### config.mk
export PLATFORM = sky130hd
export DESIGN_NAME = ila_dump_ctrl
export DESIGN_NICKNAME = d
export VERILOG_FILES = /design/src/rtl/ila_dump_ctrl.sv
export SDC_FILE = /design/constraint.sdc
export NUM_CORES = 1
export LEC_CHECK = 0
export CELL_PAD_IN_SITES_DETAIL_PLACEMENT = 1
export CELL_PAD_IN_SITES_GLOBAL_PLACEMENT = 2
export CORE_MARGIN = 10
export CORE_UTILIZATION = 26
export DETAILED_ROUTE_END_ITERATION = 10
export HOLD_SLACK_MARGIN = 0.03
export PLACE_DENSITY = 0.82
export SETUP_SLACK_MARGIN = 0.3
export SLEW_MARGIN = 5
export SYNTH_ARGS = -nofsm -noshare
export SYNTH_HDL_FRONTEND = slang
export SYNTH_SLANG_ARGS = --single-unit
export TNS_END_PERCENT = 1
### constraint.sdc
create_clock -name clk_i -period 3.1 [get_ports clk_i]
set_input_delay 0.62 -clock clk_i [delete_from_list [all_inputs] [get_ports clk_i]]
set_output_delay 0.62 -clock clk_i [all_outputs]
set_load 0.005 [all_outputs]
### src/rtl/ila_dump_ctrl.sv
// ============================================================================
// Module   : ila_dump_ctrl
// Brief    : Drains the ILA sample buffer, index by index and value_select by
//            value_select, into a valid/ready word stream.
// Revision : 1.0 - initial release
// ============================================================================
`default_nettype none

module ila_dump_ctrl #(
    parameter int DATA_W   = 32,
    parameter int BUFFER_W = 10,
    parameter int SEL_W    = 2,
    parameter int N_SEL    = 1,
    parameter int READ_LAT = 2
) (
    input  logic                      clk_i,
    input  logic                      arst_n_i,
    input  logic                      cke_i,
    input  logic                      start_i,
    input  logic                      abort_i,
    input  logic [BUFFER_W-1:0]       samples_i,
    input  logic [DATA_W-1:0]         value_i,
    output logic [BUFFER_W-1:0]       index_o,
    output logic [SEL_W-1:0]          sel_o,
    output logic                      m_valid_o,
    output logic [DATA_W-1:0]         m_data_o,
    output logic                      m_last_o,
    input  logic                      m_ready_i,
    output logic                      busy_o,
    output logic                      done_o,
    output logic [BUFFER_W+SEL_W-1:0] words_o
);

    localparam int               CNT_W    = (READ_LAT > 1) ? $clog2(READ_LAT) : 1;
    localparam int               WORDS_W  = BUFFER_W + SEL_W;
    localparam logic [CNT_W-1:0] CNT_LOAD = CNT_W'(READ_LAT - 1);
    localparam logic [SEL_W-1:0] SEL_LAST = SEL_W'(N_SEL - 1);

    typedef enum logic [2:0] {
        S_IDLE  = 3'd0,
        S_SETUP = 3'd1,
        S_WAIT  = 3'd2,
        S_OUT   = 3'd3,
        S_DONE  = 3'd4
    } state_t;

    state_t              state_q, state_d;
    logic [BUFFER_W-1:0] n_q, n_d;
    logic [BUFFER_W-1:0] index_q, index_d;
    logic [SEL_W-1:0]    sel_q, sel_d;
    logic [CNT_W-1:0]    cnt_q, cnt_d;
    logic                valid_q, valid_d;
    logic [DATA_W-1:0]   data_q, data_d;
    logic                last_q, last_d;
    logic                busy_q, busy_d;
    logic                done_q, done_d;
    logic [WORDS_W-1:0]  words_q, words_d;
    logic [BUFFER_W-1:0] idx_last;

    // Only meaningful once n_q is non-zero, which every busy state guarantees.
    assign idx_last = n_q - BUFFER_W'(1);

    always_comb begin
        state_d = state_q;
        n_d     = n_q;
        index_d = index_q;
        sel_d   = sel_q;
        cnt_d   = cnt_q;
        valid_d = valid_q;
        data_d  = data_q;
        last_d  = last_q;
        busy_d  = busy_q;
        done_d  = done_q;
        words_d = words_q;

        if (abort_i) begin
            state_d = S_IDLE;
            valid_d = 1'b0;
            busy_d  = 1'b0;
            done_d  = 1'b0;
        end else begin
            case (state_q)
                S_IDLE, S_DONE: begin
                    if (start_i) begin
                        n_d     = samples_i;
                        index_d = '0;
                        sel_d   = '0;
                        words_d = '0;
                        if (samples_i == '0) begin
                            state_d = S_DONE;
                            done_d  = 1'b1;
                            busy_d  = 1'b0;
                        end else begin
                            state_d = S_SETUP;
                            done_d  = 1'b0;
                            busy_d  = 1'b1;
                        end
                    end
                end
                S_SETUP: begin
                    cnt_d   = CNT_LOAD;
                    state_d = S_WAIT;
                end
                S_WAIT: begin
                    if (cnt_q == '0) begin
                        data_d  = value_i;
                        last_d  = (index_q == idx_last) && (sel_q == SEL_LAST);
                        valid_d = 1'b1;
                        state_d = S_OUT;
                    end else begin
                        cnt_d = cnt_q - CNT_W'(1);
                    end
                end
                S_OUT: begin
                    if (m_ready_i) begin
                        words_d = words_q + WORDS_W'(1);
                        valid_d = 1'b0;
                        if (sel_q < SEL_LAST) begin
                            sel_d   = sel_q + SEL_W'(1);
                            state_d = S_SETUP;
                        end else if (index_q < idx_last) begin
                            sel_d   = '0;
                            index_d = index_q + BUFFER_W'(1);
                            state_d = S_SETUP;
                        end else begin
                            state_d = S_DONE;
                            busy_d  = 1'b0;
                            done_d  = 1'b1;
                        end
                    end
                end
                default: begin
                    state_d = S_IDLE;
                    valid_d = 1'b0;
                    busy_d  = 1'b0;
                    done_d  = 1'b0;
                end
            endcase
        end
    end

    always_ff @(posedge clk_i or negedge arst_n_i) begin
        if (!arst_n_i) begin
            state_q <= S_IDLE;
            n_q     <= '0;
            index_q <= '0;
            sel_q   <= '0;
            cnt_q   <= '0;
            valid_q <= 1'b0;
            data_q  <= '0;
            last_q  <= 1'b0;
            busy_q  <= 1'b0;
            done_q  <= 1'b0;
            words_q <= '0;
        end else if (cke_i) begin
            state_q <= state_d;
            n_q     <= n_d;
            index_q <= index_d;
            sel_q   <= sel_d;
            cnt_q   <= cnt_d;
            valid_q <= valid_d;
            data_q  <= data_d;
            last_q  <= last_d;
            busy_q  <= busy_d;
            done_q  <= done_d;
            words_q <= words_d;
        end
    end

    assign index_o   = index_q;
    assign sel_o     = sel_q;
    assign m_valid_o = valid_q;
    assign m_data_o  = data_q;
    assign m_last_o  = last_q;
    assign busy_o    = busy_q;
    assign done_o    = done_q;
    assign words_o   = words_q;

endmodule

`default_nettype wire
# Word-level counts from Yosys, hierarchy flattened
# Index checks and enable logic that the tools add are counted.
# W data, S select, Z words.
# word_totals
regBits	74
input_bits	48
word_cells	96
out_inout_bits	60
# classes
magnitude_cmp	2
addsub	5
eq_ne	17
bitwise_logic	2
reduce_logical	18
muxes	41
# ops
op	n
$mux W10	4
$mux W12	2
$pmux W12 S2	1
$mux W3	7
$pmux W10 S2	1
$ne A3 B3 Y1 const B	6
$mux W1	16
$reduce_and A4 Y1	4
$add A12 B1 Y12 const B	1
$pmux W3 S4	1
$reduce_and A6 Y1	2
$add A10 B1 Y10 const B	1
$eq A10 B10 Y1	1
$logic_not A10 Y1	1
$lt A10 B10 Y1	1
$sub A10 B1 Y10 const B	1
$pmux W1 S3	3
$mux W2	4
$ne A2 B2 Y1 const B	4
$reduce_and A7 Y1	1
$eq A3 B2 Y1 const B	2
$reduce_and A5 Y1	1
$ne A2 B1 Y1 const B	2
$pmux W2 S2	1
other kinds (14)	17

# Logic depth before layout (Yosys ltp)
# Gate-level depths: netlist (run 1).
# logic_depth
ltp_word	7
ltp_mapped	12
mapped_depth_nobuf	11

# Worst setup path after synthesis (run 1)
# OpenSTA, ideal clock, no wires.
# synth_path
path_kind	reg-to-reg
start	reg n_q[5]
end	reg index_q[8] (netlist: index_o[8])
n_path_buf	1
setup_ns	0.079
synth_period_minus_slack_ns	2.964
arrival_ns	2.884
t_required_ns	3.021
path_slack_ns	0.136
stages_incl_launch_ff	13
cell_sequence	dfrtp_1 nor4_1 nand2b_1 or3_1 nor3_1 xnor2_1 ha_1 nand4_1 a211oi_1 a2111o_1 buf_2 a211oi_2 mux2i_1
# synth_between
elab_chain_len	4
# synth_rtl
element	line_no	rtl
start, declared	48	logic [BUFFER_W-1:0] n_q, n_d;
start signal, assigned	157	n_q <= n_d;
$sub A10 B1 Y10	61	assign idx_last = n_q - BUFFER_W'(1);
$lt A10 B10 Y1	121	end else if (index_q < idx_last) begin
$ne A2 B2 Y1 (no source line)	-	
$reduce_and A7 Y1 (no source line)	-	
end signal, assigned	158	index_q <= index_d;
end, declared	49	logic [BUFFER_W-1:0] index_q, index_d;
# Every way passes these cells.
# A chain may end at the register's enable or synchronous reset.

# Final worst setup path (run 1)
# layout_path
start	reg n_q[4]
end	reg index_q[0] (netlist: index_o[0])
# Same word-level chain as after synthesis.

==> reports/results.txt, run 1 <==
The flow ran to the end, and the final reports show no timing, DRC or antenna violations. The async set or reset register ratio after synthesis was 100%; the effective utilization at floorplan was 26.8%. The most used flip-flop cell after synthesis is dfrtp_1. The clock tree synthesis step divided the H-tree into 3 levels. The final critical path takes up 96.4% of the cycle.

The measured slew at the worst slew-check pin is 0.653 ns, and the maximum fanout encountered on the critical timing path is 15. The number of clock buffers added by TritonCTS is 9. The worst pin sits at a relative slew slack of 56.5%. The gate count after technology mapping is 358, and the share of synthesized area occupied by flip-flops and latches is 48.1%. Setup repair after global routing could not meet its margin everywhere. In this run the core area contains 43 standard-cell rows. The tools report the antenna diode instance count as 0. STA classifies the critical path startpoint as a flip-flop. Summed over all nets, the half-perimeter wirelength after detailed placement is 8790 µm. In this run, the clock network consumes 29.2% of the power. The static leakage power is 2.35 nW, and the number of flip-flops and latches in the synthesized netlist is 72.

In this run the count of I/O pins placed on the die edge is 108. At the worst endpoint, the required time is 3.35 ns. The analysis attributes to net switching a power of 1.22 mW. In the layout the commonest cells are clkdlybuf4s50_1, dfrtp_1, nand2_1.

The clock arrives with 0.00703 ns of skew. The via density per instance came out at 4.85. Fill cells in the final layout number 1585. Internal power comes to 2.47 mW. In the final layout, the share of cells above drive strength 1 is 17.5%.

The kind of end point of the critical path is a flip-flop. In this run the deepest clock path goes through 2 buffers. Global routing consumed, on the met2 layer, 20.5% of the routing resources. The overall routed net length was 11700 µm; the fraction of power consumed by combinational cells was 34.3%. The number of hold violations in the final report was 0. Setup violations remaining at the end of the flow were counted as 0. The die extent in x was 140 µm. The highest ir drop seen on vdd is 0.343 mV. The run gives 14000 µm² as the placeable core area.

The worst setup path is of the reg2reg kind. The number of antenna violations at the first check in global routing is 0, and the CTS sink count is 72. The critical path's largest stage delay was 0.42 ns. For the worst hold-check slack, the log shows 0.288 ns.

The largest area contributor in the synthesized netlist is dfrtp_1. The final-report max-slew violation count is 0, and the area fraction of the dominant cell type after synthesis is 48.1%. TritonCTS built the clock tree.

The slowest stage of the critical path is the dfrtp_2 cell. The critical path goes through nor4_4 > nand2b_1 > or3_4 > nor3_4 > xnor2_1 > ha_1 > nand4_1 > inv_1 > a2111o_1 > buf_6 > or3_1 > o21ai_0. The die is 140 µm tall.

For met3 alone, demand over resource in global routing was 3.52%. Once detail routing completed, the nets flagged for antenna violations numbered 0. The first global-routing pass estimated 19000 µm of wire. The synthesis-to-finish area growth was 45.0%; the maximum number of pins on one net before global-route repair was 49. Summing every instance area after synthesis gives 3740 µm².

The count of buffers added on input and output ports is 105. The routed design could run at a clock period as short as 2.99 ns. The average instance in the mapped netlist occupies 10.5 µm². Per report_power, the sequential group accounts for 36.5% of the total. Yosys attributes the largest share of cell area to dfrtp_1, mux2_2, nand2_1. The proportion of total power due to net switching is 33.0%, and the routed wirelength normalized by instance count is 17.8 µm.

At the end of routability-driven placement, the weighted congestion stood at 0.814. After clock tree synthesis, the clock-pin slew on the worst setup and hold paths is 0.06 ns. The critical path data arrival time was 3.24 ns; the areal power density over the cells was 680 nW/µm². The count of warnings emitted by yosys was 0; the full die area was 19600 µm². The logs give 13.5% for the met1 track demand over resource in global routing and 0.34 ns for the clock latency at the later pin of the worst-skew pair. For this run, the detailed router's first-pass iteration total came to 4. After synthesis, the netlist uses 52 different library cells. For the final routed database, the setup TNS stands at 0 ns.

The via count came out at 3194. At the end of the flow, the number of nets in the layout was 535. For this design, the CTS-stage hold fixing added 0 buffers. Overall fraction of global-route tracks in use: 11.9%. Leaving out fill and tap cells, the most frequent cell in the layout is clkdlybuf4s50_1.

Total DRC errors in the routed layout: 0. For the total grt overflow, the log shows 0. Class of the tightest hold or removal check: in2async. Clock tree synthesis selected as its root buffer the cell clkbuf_16.

Timing would allow up to 0.335 GHz. For the number of DRC markers in iteration 0, the log shows 184. Yosys mapped a number of flops with a built-in enable equal to 0. The via count of the first global-routing pass is 3561.

Routing layer with the top usage in global route: met2. For the max-capacitance violation count, the log shows 0.
## repair_timing
item	CTS	global route
pin swaps	1	5
setup buffers	7	1
endpoints found under the setup margin	14	15
resized for setup	6	6
## area by class of cell
cell class | instances | area, µm² | share of cell area (%)
multi-input combinational | 262 | 1890 | 34.8
sequential | 72 | 1800 | 33.2
timing repair buffer | 120 | 1170 | 21.6
clock buffer | 10 | 239 | 4.40
tap | 180 | 225 | 4.15
clock inverter | 6 | 67.6 | 1.24
inverter | 9 | 33.8 | 0.622
## routing by layer
layer,vias to the layer above,share of wire (%)
li1,1484,-
met1,1636,41
met2,63,52
met3,11,5.0
met4,0,1.4
met5,-,0
## registers in the layout (all words and copies together) (netlist names)
register and flops:
m_valid_o 1, cnt_q 1, words_o 12, state_q 3
busy_o 1, index_o 10, done_o 1, m_data_o 32
m_last_o 1, n_q 10
## synthesized netlist by cell type, types with 4 or more instances
library cell and count:
nand4_1 7, nand2b_1 11, mux2i_1 9, mux2_2 32, xnor2_1 9, nand2_1 58, o21ai_0 12, nor3_1 8
nand3_1 11, xor2_1 9, o21a_1 4, a21oi_1 10, ha_1 13, a211oi_1 5, buf_4 4, inv_1 9
dfrtp_1 72, buf_2 9, nor2_1 17
## power groups by stage
stage	Combinational (mW)	Clock (mW)	Sequential (mW)
2_1_floorplan	0.655	0	1.29
3_3_place_gp	1.09	0	1.34
3_5_place_dp	1.13	0	1.36
4_1_cts	1.24	1.11	1.34
5_1_grt	1.41	1.16	1.38
6_report	1.27	1.08	1.35
## worst max-delay path: cells and delay by family, from the launching register on
family / cells / cell delay (ns)
simple gates: 6 / 1.36
compound gates: 2 / 0.46
flops: 1 / 0.42
fa+ha+maj: 1 / 0.27
buf+inv: 2 / 0.23
xor+xnor: 1 / 0.15
## per-stage QoR
stage	utilization, %	worst slack (ns)	total power [mW]	cells	area, µm²
2_1_floorplan	-	0.274	1.94	359	3770
3_3_place_gp	35.8	0.192	2.42	635	5010
3_5_place_dp	35.8	-0.00572	2.48	635	5010
4_1_cts	38.6	0.0865	3.69	658	5400
5_1_grt	38.8	-0.0581	3.95	659	5430
6_report	38.8	0.112	3.69	659	5430
## logic make-up (layout without fill, tap and decap cells)
logic type / after synthesis / in the layout / synth area share [%]
flops: 72 / 72 / 48.1
other cells: 1 / 2 / 0.100
simple gates: 136 / 136 / 17.8
mux: 41 / 41 / 12.0
compound gates: 52 / 52 / 10.2
buf+inv: 25 / 145 / 3.21
xor+xnor: 18 / 18 / 4.21
fa+ha+maj: 13 / 13 / 4.34
## worst paths after layout
check | slack (ns) | startpoint | to | depth (start not counted)
max | 0.11 | n_q[4]$_DFFE_PN0P_ | index_o[0]$_DFFE_PN0P_ | 12
min | 0.29 | arst_n_i | m_data_o[1]$_DFFE_PN0P_ | 1
max reg2reg | 0.11 | n_q[4]$_DFFE_PN0P_ | index_o[0]$_DFFE_PN0P_ | 12
min reg2reg | 0.50 | n_q[9]$_DFFE_PN0P_ | n_q[9]$_DFFE_PN0P_ | 2
max in group asynchronous | 2.10 | arst_n_i | n_q[4]$_DFFE_PN0P_ | 2
min in group clk_i | 0.50 | n_q[9]$_DFFE_PN0P_ | n_q[9]$_DFFE_PN0P_ | 2
Note: power is estimated with default switching activity, not from simulation.
==> run 2, diff against run 1 <==
- CAP_MARGIN: unset -> 20
- CORE_MARGIN: 10 -> unset
- SETUP_SLACK_MARGIN: 0.3 -> unset
==> reports/results.txt, run 2 (synthesis gave the netlist of run 1 again) <==
The run finished, with violations left. The checks that failed: negative setup slack. The area growth from synthesis to layout is 43.6%. In this design, the largest share of critical-path delay is due to compound AO/OA/AOI/OAI gates. Startpoint type of the worst setup path: a flip-flop. The die height was 122 µm (-13%).

For the number of rows in the core area, the log shows 43 (unchanged). The post-layout worst setup margin is -0.00240 ns (-0.114 ns), and the top achievable clock speed is 0.322 GHz (-3.7%). For the critical path data arrival time, the log shows 3.36 ns (+0.12 ns). The fraction of final layout cells sized beyond drive strength 1 is 16.6% (-0.94 points), and the total number of nets in the final design is 533 (-0.37%).

The logs give 0.34 ns (about the same) for the clock latency at the later pin of the worst-skew pair and 0.288 mV (-16%) for the highest ir drop seen on vdd. The setup skew after layout was 0.00657 ns (-0.000458 ns). The tools report the kind of end point of the critical path as a flip-flop. The tools report the worst setup slack after placement as -0.0641 ns (-0.0584 ns). The via density per instance is 4.78 (-1.3%). The residual antenna-violating net count after detailed routing was 0 (unchanged); the measured slew at the worst slew-check pin was 0.646 ns (-0.00687 ns). The total DRC errors in the routed layout came out at 0 (unchanged). TritonCTS built the clock tree.

The critical path start-end classification was reg2reg. The CTS H-tree depth was 3 (unchanged); the number of flip-flops under the largest register name was 32 (unchanged). The antenna diode instance count came out at 0 (unchanged).

The worst relative slew slack is 56.9% (+0.46 points), and the final weighted congestion in routability-driven placement is 0.754 (-7.4%). The tools report the number of DRC markers in iteration 0 as 109 (-41%). The class of the tightest hold or removal check was in2async. Worst path required time: 3.36 ns (about the same). The most common cell after layout, fill and taps aside is clkdlybuf4s50_1. The static leakage power came out at 2.34 nW (-0.44%).

The number of buffers inserted by hold repair at cts was 0 (unchanged); the number of buffers and inverters on the critical path was 2 (unchanged). The first-pass GRT wire length was 17000 µm (-11%). Count of buffers from port buffering: 105 (unchanged). The number of antenna violations at the first check in global routing was 0 (unchanged); the maximum fanout encountered on the critical timing path was 15 (unchanged). The effective utilization at floorplan came out at 26.8% (unchanged). The die extent in x was 122 µm (-13%); the final-report max-slew violation count was 0 (unchanged).

Critical path's largest stage delay: 0.39 ns (-0.03 ns). The run gives 4 (unchanged) as the total iterations of the first detailed-routing run. The total of endpoints with negative setup slack in the final report was 1 (+1); the layout filler cell count was 1570 (-0.95%). The via count was 3138 (-1.8%). Setup repair after global routing could not meet its margin everywhere. The signal on the critical path passes through nor4_2 > nand2b_1 > or3_4 > buf_4 > xor2_1 > ha_1 > a211oi_2 > nor2_1 > a2111o_1 > buf_6 > o311ai_1 > o2bb2ai_1. The via count of the first global-routing pass is 3349 (-6.0%), and the maximum number of pins on one net before global-route repair is 73 (+49%). The overall fraction of global-route tracks in use was 14.8% (+2.9 points). For the CTS sink count, the log shows 72 (unchanged). For the number of hold violations in the final report, the log shows 0 (unchanged). The max-capacitance violation count is 0 (unchanged), and the HPWL after detailed placement is 7540 µm (-14%). The tools report the maximum root-to-sink buffer count as 2 (unchanged). For this design, the slowest cell found on the critical path is dfrtp_1. The routed wirelength normalized by instance count is 15.9 µm (-10%), and the placeable core area is 14000 µm² (unchanged). The clock buffer count from CTS was 9 (unchanged).

The areal power density over the cells was 657 nW/µm² (-3.4%); the shortest clock period the worst path allows after layout was 3.10 ns (+0.114 ns). The logs give 0 (unchanged) for the total grt overflow and 0.288 ns (-0.000195 ns) for the worst hold-check slack. The clock-pin slew on the worst setup and hold paths was 0.06 ns (about the same).

Clock tree synthesis selected as its root buffer the cell clkbuf_16. Leaving out fill and tap cells, the most frequent cells in the layout are clkdlybuf4s50_1, dfrtp_1, nand2_1. The tools report the full die area as 14900 µm² (-24%).

The tools report the overall routed net length as 10400 µm (-11%). For the number of top-level pins, the log shows 108 (unchanged). Post-route clock period utilization: 100% (+3.7 points).
==> run 2: cell count changes in the layout (fill, tap and decap cells not counted), sizes merged <==
cell / change
buf: -2
clkbuf: -1
clkinv: +2
inv: -1
clkinvlp: -1
==> run 2: metal layers <==
metal / wire length, µm / global-route usage, %
met5: 0 / 0
met3: 445 / 3.32
met4: 206 / 7.33
met2: 5330 / 24.3
met1: 4460 / 18.1
==> run 2: final timing paths <==
check	from	to	slack, ns	depth (start not counted)
worst max-delay path	n_q[2]$_DFFE_PN0P_	done_o$_DFFE_PN0P_	-0.002	12
worst min-delay path	arst_n_i	m_data_o[1]$_DFFE_PN0P_	0.29	2
worst max register to register	n_q[2]$_DFFE_PN0P_	done_o$_DFFE_PN0P_	-0.002	12
worst min register to register	m_last_o$_DFFE_PN0P_	m_last_o$_DFFE_PN0P_	0.49	2
max in group asynchronous	arst_n_i	n_q[9]$_DFFE_PN0P_	2.48	2
min in group clk_i	m_last_o$_DFFE_PN0P_	m_last_o$_DFFE_PN0P_	0.49	2
==> run 2: what timing repair did <==
action,in CTS,in global routing
resized for setup,3,7
endpoints found under the hold margin,0,0
cloned,0,0
setup endpoints to repair,4,12
buffers inserted,0,1
pin swaps,0,3
==> run 2: metrics by stage <==
stage               std cells  cell area [µm²]  power, mW  util, %  setup TNS, ns
finish                    656             5380       3.53     38.4       -0.00240
global route              656             5380       3.76     38.4          -1.25
CTS                       655             5330       3.54     38.1              0
detailed placement        640             5040       2.48     36.0         -0.160
global placement          640             5040       2.42     36.0              0
floorplan                 359             3750       1.93        -              0
==> run 2: final cells by class <==
cell class	count	area [µm²]	area share, %
clock buffers	9	225	4.19
inverters	9	33.8	0.628
repair buffers	118	1160	21.6
multi-input cells	262	1870	34.8
flip-flops and latches	72	1800	33.5
well taps	180	225	4.19
clock inverters	6	61.3	1.14
==> run 2: where the power goes <==
group	switching, mW	internal [mW]
sequential	0.203	1.13
combinational	0.530	0.643
clock	0.411	0.615
==> run 3, diff against run 2 <==
- CORE_UTILIZATION: 26 -> 35
- DONT_BUFFER_PORTS: unset -> 1
==> reports/results.txt, run 3 (synthesis gave the netlist of run 1 again) <==
The flow ran to the end, but the final reports show violations. The final reports fail on negative setup slack. The most common cell after layout, fill and taps aside was dfrtp_1.

The die extent in x came out at 105 µm (-14%). The destination of the worst register-to-register timing path was state_q[0]$_DFFE_PN0P_. CTS placed an instance of clkbuf_8 at the clock tree root. The critical path data arrival time was 3.45 ns (+0.09 ns); the post-layout worst setup margin was -0.0938 ns (-0.0914 ns).

The top cell types in the final layout, fill and taps aside, are dfrtp_1, nand2_1, mux2_2. The routed wirelength normalized by instance count was 17.7 µm (+11%). The run gives 3 (unchanged) as the CTS H-tree depth. The class of the tightest hold or removal check is in2async. Number of DRC markers in iteration 0: 108 (-0.92%).

For the top achievable clock speed, the log shows 0.313 GHz (-2.9%). The full die area is 11100 µm² (-25%), and the shortest clock period the worst path allows after layout is 3.19 ns (+0.0914 ns). The critical path start-end classification was reg2reg. Worst path required time: 3.36 ns (about the same). The via count of the first global-routing pass was 2893 (-14%). The logs give 0 (unchanged) for the residual antenna-violating net count after detailed routing and 1930 µm² (+2.9%) for the footprint of the multi-input gates. The total grt overflow is 0 (unchanged), and the max-capacitance violation count is 0 (unchanged). The run gives 0 (unchanged) as the antenna diode instance count. Setup repair after global routing could not meet its margin everywhere.

The tools report the beginning of the critical path as n_q[5]$_DFFE_PN0P_. The final weighted congestion in routability-driven placement is 0.787 (+4.3%). The count of buffers from port buffering was 0 (-100%). STA classifies the critical path endpoint as a flip-flop. The number of standard cells in the final layout excluding fillers is 510 (-22%). The worst setup slack for register-to-register paths is -0.09 ns (-0.09 ns), and the synthesis-to-finish area growth is 14.2%.

The tools report the overall routed net length as 9050 µm (-13%). The worst hold-check slack was 0.135 ns (-0.153 ns); the area of all placed cells without fillers was 4280 µm² (-20%). The post-route clock period utilization was 103% (+2.9 points).

CTS sink count: 72 (unchanged). Cell count of the worst reg-to-reg path: 13 (+1). The via density per instance is 5.29 (+11%). In this run the worst setup path terminates at state_q[0]$_DFFE_PN0P_. The worst relative slew slack is 45.3% (-12 points). The startpoint type of the worst setup path was a flip-flop. The measured slew at the worst slew-check pin was 0.818 ns (+0.173 ns). The maximum number of pins on one net before global-route repair was 73 (unchanged); the storage element area was 1800 µm² (unchanged).

The tools report the placeable core area as 10400 µm² (-26%). The tools report the final-report max-slew violation count as 0 (unchanged). The number of top-level pins is 108 (unchanged). The number of placed cells counting well taps is 488 (-24%), and the via count is 2697 (-14%). Highest ir drop seen on vdd: 0.461 mV (+60%). The areal power density over the cells was 707 nW/µm² (+7.7%). The first-pass GRT wire length was 15100 µm (-11%). The tools report the total of endpoints with negative setup slack in the final report as 9 (+8).

The maximum root-to-sink buffer count was 2 (unchanged); the number of flip-flops under the largest register name was 32 (unchanged). The logs give 1.95 nW (-17%) for the static leakage power and -0.202 ns (-0.138 ns) for the worst setup slack after placement. The effective utilization at floorplan came out at 36.1% (+9.3 points). TritonCTS built the clock tree. The total iterations of the first detailed-routing run is 4 (unchanged), and the overall fraction of global-route tracks in use is 17.4% (+2.6 points). The die height came out at 105 µm (-14%). The run gives 37 (-14%) as the number of rows in the core area. The tools report the total DRC errors in the routed layout as 0 (unchanged).

Layout filler cell count: 1169 (-26%). The clock buffer count from CTS was 9 (unchanged); the setup skew after layout was 0.00697 ns (+0.000403 ns). The fraction of final layout cells sized beyond drive strength 1 works out to 22.5% (+5.9 points). The startpoint of the worst-slack reg-to-reg timing path is n_q[5]$_DFFE_PN0P_. The logs give 6420 µm (-15%) for the HPWL after detailed placement and 430 (-19%) for the total number of nets in the final design. The logs give 0 (unchanged) for the number of hold violations in the final report and 0 (unchanged) for the number of antenna violations at the first check in global routing.

The final cell utilization of the core is 41.2% (+2.8 points), and the clock latency at the later pin of the worst-skew pair is 0.34 ns (about the same). The maximum fanout encountered on the critical timing path was 5 (-10); the placed standard-cell area was 3900 µm² (-23%). The clock-pin slew on the worst setup and hold paths is 0.07 ns (about the same).
[run 3: changes by cell type in the layout (fill, tap and decap cells not counted), moves of 2 or more]
cell and change:
clkdlybuf4s50_1 -104, clkbuf_8 +11, clkbuf_16 -9, a21oi_1 -4, a21oi_4 +3, buf_4 +2, clkinv_2 -2
[run 3: worst max-delay path: stages, from the launching register on]
cell	delay, ns
dfrtp_1	0.41
nor4_4	0.29
nand2b_1	0.11
or3_4	0.37
nor3_4	0.19
xnor2_1	0.14
ha_1	0.26
nand4_1	0.14
a211oi_2	0.06
a2111o_1	0.49
buf_4	0.19
buf_4	0.13
o21ba_2	0.18
o211ai_1	0.15
[run 3: power by group]
part	switching [mW]	internal [mW]	leakage, nW
Combinational	0.464	0.418	0.862
Sequential	0.244	1.13	0.977
Clock	0.351	0.418	0.107
[run 3: worst min-delay path by stage]
stage,endpoint,slack [ns]
after global routing,n_q[7]$_DFFE_PN0P_,0.16
after detailed placement,n_q[7]$_DFFE_PN0P_,0.33
after floorplan,busy_o$_DFFE_PN0P_,0.32
final,n_q[8]$_DFFE_PN0P_,0.13
after CTS,n_q[7]$_DFFE_PN0P_,0.16
after global placement,n_q[7]$_DFFE_PN0P_,0.33
[run 3: what timing repair did]
item | in CTS | in global routing
endpoints found under the hold margin | 72 | 0
buffers inserted | 3 | 2
gates resized for setup | 3 | 16
hold buffers | 1 | 0
pin swaps | 2 | 4
setup endpoints to repair | 13 | 14
gates cloned | 0 | 0
[run 3: area by class of cell]
type / count / area share (%)
clock buffer: 12 / 3.63
clock inverter: 4 / 1.23
inverter: 9 / 0.790
multi-input combinational: 262 / 45.0
sequential: 72 / 42.1
tap: 136 / 3.98
timing repair buffer: 15 / 3.19
[run 3: layer usage]
layer	GRT usage [%]	vias to the layer above	part of all wire (%)	wire length, µm
met3	3.96	8	4.9	441
met2	28.0	52	50	4530
li1	-	1272	-	-
met5	0	-	0	0
met1	22.2	1365	44	3950
met4	7.85	0	1.4	131
[run 3: per-stage QoR]
stage	setup TNS, ns	power, mW
6_report	-0.417	3.02
5_1_grt	-2.60	3.24
3_3_place_gp	-0.172	2.12
4_1_cts	0	3.00
3_5_place_dp	-1.18	2.17
2_1_floorplan	0	1.93
